## config.mk

```make
export PLATFORM = sky130hd
export DESIGN_NAME = clock_display_scanner
export DESIGN_NICKNAME = d
export VERILOG_FILES = /design/src/rtl/clock_display_scanner.sv
export SDC_FILE = /design/constraint.sdc
export NUM_CORES = 1
export LEC_CHECK = 0
export ABC_AREA = 1
export BUFFER_PORTS_ARGS = -buffer_cell sky130_fd_sc_hd__buf_2
export CORE_UTILIZATION = 53
export CTS_CLUSTER_DIAMETER = 50
export DETAILED_ROUTE_END_ITERATION = 7
export PLACE_DENSITY = 0.86
export SLEW_MARGIN = 20
export SYNTH_ARGS = -nofsm -noshare
export SYNTH_HDL_FRONTEND = slang
export SYNTH_SLANG_ARGS = --single-unit
export TNS_END_PERCENT = 30
```

## constraint.sdc

```tcl
create_clock -name clk -period 2.6 [get_ports clk]
set_input_delay 0.26 -clock clk [delete_from_list [all_inputs] [get_ports clk]]
set_output_delay 0.26 -clock clk [all_outputs]
set_load 0.05 [all_outputs]
```

## src/rtl/clock_display_scanner.sv

```systemverilog
// clock_display_scanner: 4-digit multiplexed 7-segment driver for the alarm clock (HH:MM, colon, alarm dot)
// Ports: clk, rst_n (async active-low); hr_tens/hr_ones/min_tens/min_ones BCD time in;
// alarm_armed, tick_1hz, colon_blink control in; seg[6:0] (a..g), dp, dig_en[3:0] (bit0 = rightmost) out.
// Optional: define LEADING_ZERO_BLANK_EN to blank the hours-tens digit when it is zero.
module clock_display_scanner #(
  parameter int SCAN_DIV     = 1024,
  parameter int BLANK_CYCLES = 16
) (
  input  logic       clk,
  input  logic       rst_n,
  input  logic [3:0] hr_tens,
  input  logic [3:0] hr_ones,
  input  logic [3:0] min_tens,
  input  logic [3:0] min_ones,
  input  logic       alarm_armed,
  input  logic       tick_1hz,
  input  logic       colon_blink,
  output logic [6:0] seg,
  output logic       dp,
  output logic [3:0] dig_en
);
  localparam int CW = $clog2(SCAN_DIV);
  logic [CW-1:0] cnt;
  logic [1:0] idx;
  logic [3:0] sh_ht, sh_ho, sh_mt, sh_mo;
  logic sh_alarm, colon_q;
  logic last, frame_end, off, dp_d;
  logic [3:0] digit, dig_d;
  logic [6:0] seg_d;
  assign last = cnt == CW'(SCAN_DIV - 1);
  assign frame_end = last && idx == 2'd3;
  assign digit = idx == 2'd0 ? sh_mo : idx == 2'd1 ? sh_mt : idx == 2'd2 ? sh_ho : sh_ht;
`ifdef LEADING_ZERO_BLANK_EN
  assign off = cnt < CW'(BLANK_CYCLES) || (idx == 2'd3 && sh_ht == 4'd0);
`else
  assign off = cnt < CW'(BLANK_CYCLES);
`endif
  always_comb begin
    seg_d = 7'h00;
    case (digit)
      4'd0: seg_d = 7'h3F;
      4'd1: seg_d = 7'h06;
      4'd2: seg_d = 7'h5B;
      4'd3: seg_d = 7'h4F;
      4'd4: seg_d = 7'h66;
      4'd5: seg_d = 7'h6D;
      4'd6: seg_d = 7'h7D;
      4'd7: seg_d = 7'h07;
      4'd8: seg_d = 7'h7F;
      4'd9: seg_d = 7'h6F;
      default: seg_d = 7'h40;
    endcase
  end
  assign dp_d = idx == 2'd2 ? colon_q : idx == 2'd0 ? sh_alarm : 1'b0;
  assign dig_d = 4'b0001 << idx;
  always_ff @(posedge clk or negedge rst_n)
    if (!rst_n) begin
      cnt <= '0;
      idx <= 2'd0;
      {sh_ht, sh_ho, sh_mt, sh_mo} <= 16'h0;
      sh_alarm <= 1'b0;
      colon_q <= 1'b1;
      seg <= 7'h00;
      dp <= 1'b0;
      dig_en <= 4'h0;
    end else begin
      cnt <= last ? '0 : cnt + 1'b1;
      idx <= last ? idx + 2'd1 : idx;
      if (frame_end) begin
        {sh_ht, sh_ho, sh_mt, sh_mo} <= {hr_tens, hr_ones, min_tens, min_ones};
        sh_alarm <= alarm_armed;
      end
      // dropping colon_blink forces the colon on, even over a same-cycle tick
      colon_q <= colon_blink ? colon_q ^ tick_1hz : 1'b1;
      seg <= off ? 7'h00 : seg_d;
      dp <= off ? 1'b0 : dp_d;
      dig_en <= off ? 4'h0 : dig_d;
    end
endmodule

```

; Word-level counts from Yosys, hierarchy flattened
; Memory sizes are Yosys's and may differ from the RTL's.
; Index checks and enable logic that the tools add are counted.
[totals]
input_bits = 21
rom_bits = 112
n_memories = 1
out_inout_bits = 12
register_bits = 42
elab_cells = 33
[mem_list]
columns = name, words, word_bits, read_ports, rd_ports_with_merged_regs, wr, line_no
row1 = (name not given), 16, 7, 1, 0, 0, 40  ; case (digit)
[classes]
n_lt_le_gt_ge = 1
bitwise = 1
n_shift = 1
n_reduce_logical = 2
add_sub_neg = 2
eq_ne = 4
n_mux = 10
[ops]
columns = cell, count
row1 = $mux 4, 4
row2 = $add 10x1->10 const B, 1
row3 = $eq 10x10->1 const B, 1
row4 = $lt 10x5->1 const B, 1
row5 = $mux 10, 1
row6 = $mux 7, 1
row7 = $eq 2x2->1 const B, 2
row8 = $mux 1, 4
row9 = $shl 1x2->4 const A, 1
row10 = $add 2x1->2 const B, 1
row11 = $eq 2x1->1 const B, 1
row12 = $logic_not 2->1, 1
row13 = $logic_and 1x1->1, 1
row14 = $xor 1x1->1, 1

; Depth between registers and ports, before layout
; An unclocked memory read counts as a cell.
[logic_depth]
depth_word = 6
depth_mapped = 15
depth_no_buf = 15

; Least setup slack after synthesis
; Ideal clock, no wire load.
[synth_timing]
kind = register to register
from = register idx[0]
to = register seg[5]
t_arrival_ns = 1.745
stages_incl_launch_ff = 13
n_path_buf = 1
setup_time_ns = 0.072
setup_slack_ns = 0.784
required_time_ns = 2.528
path_cell_list = dfrtp_1 > inv_1 > ha_1 > buf_4 > inv_2 > or2_2 > nand2_1 > inv_1 > ha_1 > nand3b_1 > nand2_1 > nor2_1 > nor2_1
[synth_between]
elab_chain_len = 6
[synth_lines]
columns = item, line_no
row1 = start: declaration, 24  ; logic [1:0] idx;
row2 = start signal: assignment, 68  ; idx <= last ? idx + 2'd1 : idx;
row3 = $eq 2x2->1, 32  ; assign digit = idx == 2'd0 ? sh_mo : idx == 2'd1 ? sh_mt : idx == 2'd2 ? sh_ho : sh_ht;
row4 = $mux 4 (2 in a row), 32
row5 = $mux 4 *, 32
row6 = $mem_v2 16x7 *, --
row7 = $mux 7 *, 75  ; seg <= off ? 7'h00 : seg_d;
row8 = end signal: assignment, 75
row9 = end: declaration, 18  ; output logic [6:0] seg,
; Every way passes the cells marked *; elsewhere a longest branch is shown, timed or not.
; A chain may end at the register's enable or synchronous reset.

; Worst setup path after layout
; Ends and elaborated chain as after synthesis.

==> reports/qor.yml <==
final_layout:
  layout.cells.most_common: "sky130_fd_sc_hd__nand2_1"
  final_cells: 338
  final_cell_mix: "sky130_fd_sc_hd__nand2_1, sky130_fd_sc_hd__dfrtp_1, sky130_fd_sc_hd__inv_1, sky130_fd_sc_hd__buf_2, sky130_fd_sc_hd__nand3_1"
  drive_above_1_share_pct: 18.6
  utilization_pct: 64.5
  nets: 320
  insertedDiodeCount: 0
  area_growth_syn_to_layout_pct: 14.8
floorplan:
  starting_density_of_the_core_pct: 56.2
  placement_rows: 22
  ios: 33
  coreArea_sq_um: 3720
  die_width_um: 64.8
  die-area_sq_um: 4200
  die_height_um: 64.8
timing:
  setup_violations: 0
  fin_tns_setup_ns: 0
  rsz_0062_raised_after_global_routing: "false"
  timing.clock.skew_ns: 0.00770
  finalHoldViolCount: 0
  final.period_utilization_pct: 81.2
  slew_headroom_pct: 41.0
  timing.final.ws_setup_ns: 0.489
  timing_worst_slew_pin_value_ns: 0.885
  period_needed_ns: 2.11
  max_freq_mhz: 474
  slew_viol_final: 0
clock_tree:
  postCtsSetupBuffers: 0
  postCtsHoldBufs: 0
  tritoncts.num_buffers: 5
  cts_tree: "yes"
  clk_transition_reported_paths_ns: 0.08
  cts_htree_levels: 2
  clk-insertion-delay-late_ns: 0.30
  cts-root-buf: "sky130_fd_sc_hd__clkbuf_8"
  clock_sinks: 42
  post_cts_resized: 0
  ctsLongestPathBuffers: 2
synth:
  synthXorXnorAreaFrac_pct: 1.68
  ys.warnings.count: 0
  synth_compound_area_share_pct: 2.40
  yosys.area.top_type_share_pct: 49.1
  synthTopCellsByArea: "sky130_fd_sc_hd__dfrtp_1, sky130_fd_sc_hd__nand2_1, sky130_fd_sc_hd__nand3_1"
  yosysTopAreaCell: "sky130_fd_sc_hd__dfrtp_1"
  synth_top_family_by_area: "simple AND/OR/NAND/NOR gates"
  synth_seq_area_share_pct: 50.4
  synth_simple_gate_area_share_pct: 31.6
  yosys.cell_types.count: 26
  netlist_area_sq_um: 2090
  synthMuxAreaShare_pct: 0
  post_synth_fa_ha_maj_area_fraction_pct: 5.99
  avg_synthesized_cell_area_sq_um: 8.22
  post_synth_inst_count: 254
  postSynthNetCount: 285
  yosys_register_bits: 42
hold_path:
  hold_class: "in -> async"
routing:
  ant_nets: 0
  via_per_inst: 4.90
  drt_iter0_markers: 79
  remaining_drc_errors: 0
  routed-via-count: 1655
  wire_per_inst_um: 11.8
  drt_first_pass_iters: 4
  routed_wirelength_mm: 3.99
worst_setup_path:
  cp_top_family: "simple AND/OR/NAND/NOR gates"
  critPathKind: "reg -> reg"
  timing.critical_path.to_type: "flop"
  crit_path_start_kind: "flop"
  cp_slowest_cell: "sky130_fd_sc_hd__dfrtp_1"
  path_cells: "inv_1 -> ha_1 -> inv_2 -> or2_2 -> nand2_1 -> inv_1 -> ha_1 -> nand3b_1 -> nand2_1 -> nor2_1 -> nor2_1"
  timing.critical_path.required_ns: 2.83
  max_stage_delay_ns: 0.40
  critical_path_arrival_ns: 2.34
  critical_path.max_fanout: 8
  worstPathBufferInverterCount: 3
grt:
  grt_max_degree: 43
  grt_antenna_before_repair: 0
  grt_pass1_wl_mm: 6.99
  grt_pass1_vias: 1673
  grt_overflow_total: 0
  track_usage_pct: 22.3
power:
  p_per_area_nw_per_um2: 505
  leakagePower_nw: 1.32
  irDropWorstVdd_uv: 192
placed_design:
  hpwl_mm: 2.86
  port_buffers: 32
  dp_worst_setup_slack_ns: 0.533
  gp_routability_congestion: 0.843
  dp_cells: 330
flow_run:
  cap_violations: 0
status:
  status: "finished clean"
[routing by layer]
metal	up-vias	wire length [um]	GRT usage, %
met3	6	221	6.16
li1	844	-	-
met4	0	58	9.44
met1	758	1790	24.6
met2	47	1910	39.6
met5	-	0	0
[synth_stat cells]
library cell,n
sky130_fd_sc_hd__buf_6,1
sky130_fd_sc_hd__nand2_4,1
sky130_fd_sc_hd__dfrtp_1,41
sky130_fd_sc_hd__nand3_1,29
sky130_fd_sc_hd__buf_2,1
sky130_fd_sc_hd__xor2_1,3
sky130_fd_sc_hd__a21oi_1,7
sky130_fd_sc_hd__ha_1,10
sky130_fd_sc_hd__or2_2,4
sky130_fd_sc_hd__nor4_1,1
sky130_fd_sc_hd__clkbuf_1,1
sky130_fd_sc_hd__buf_4,3
sky130_fd_sc_hd__o21ai_0,2
sky130_fd_sc_hd__dfstp_2,1
sky130_fd_sc_hd__xnor2_1,1
sky130_fd_sc_hd__nand2_2,2
sky130_fd_sc_hd__nand3b_1,1
sky130_fd_sc_hd__o21ai_1,1
sky130_fd_sc_hd__nor3_2,2
sky130_fd_sc_hd__nor2_1,20
sky130_fd_sc_hd__inv_1,32
sky130_fd_sc_hd__nand2_1,86
sky130_fd_sc_hd__nor2_4,1
sky130_fd_sc_hd__nor3_1,1
sky130_fd_sc_hd__nand3_4,1
sky130_fd_sc_hd__inv_2,1
[report_power, final]
group	switching, mW	internal [mW]
Clock	0.213	0.313
Combinational	0.0180	0.0118
Sequential	0.000399	0.655
[kinds of logic (layout without fill, tap and decap cells)]
logic type               Yosys count  in the layout
AO/OA/AOI/OAI                     10             10
XOR/XNOR                           4              4
adder cells (fa/ha/maj)           10             10
buffers and inverters             39             75
flip-flops                        42             42
AND/OR/NAND/NOR                  149            149
[flip-flops by register name, summed over array words and instances, names as in the netlist]
register  cells
sh_alarm      1
sh_mo         4
dp            1
idx           2
sh_mt         4
seg           7
colon_q       1
sh_ho         4
cnt          10
dig_en        4
sh_ht         4
[per-stage QoR]
step                      cell area, sq um  hold WS, ns  power, mW
final                                 2400       0.0881       1.21
after global routing                  2400        0.130       1.25
after CTS                             2400        0.110       1.22
after detailed placement              2280        0.439      0.699
after global placement                2280        0.424      0.699
after floorplan                       2090      -0.0356      0.671
[final timing paths]
path | startpoint | to | slack (ns) | cells past startpoint
worst max-delay path | idx[0] | seg[5] | 0.49 | 11
worst min-delay path | rst_n | cnt[9] | 0.09 | 1
worst max register to register | idx[0] | seg[5] | 0.49 | 11
worst min register to register | sh_ht[1] | sh_ht[1] | 0.49 | 2
max in group asynchronous | rst_n | sh_mo[0] | 1.96 | 1
min in group clk | colon_blink | colon_q | 0.12 | 2
[area by class of cell]
cell class	count	area [sq um]
tap	48	60.1
multi-input combinational	173	870
sequential	42	1050
fill	309	1320
timing repair buffer	34	175
clock buffer	7	86.3
clock inverter	1	30.0
inverter	33	124
Power figures use the tool's default switching activity.
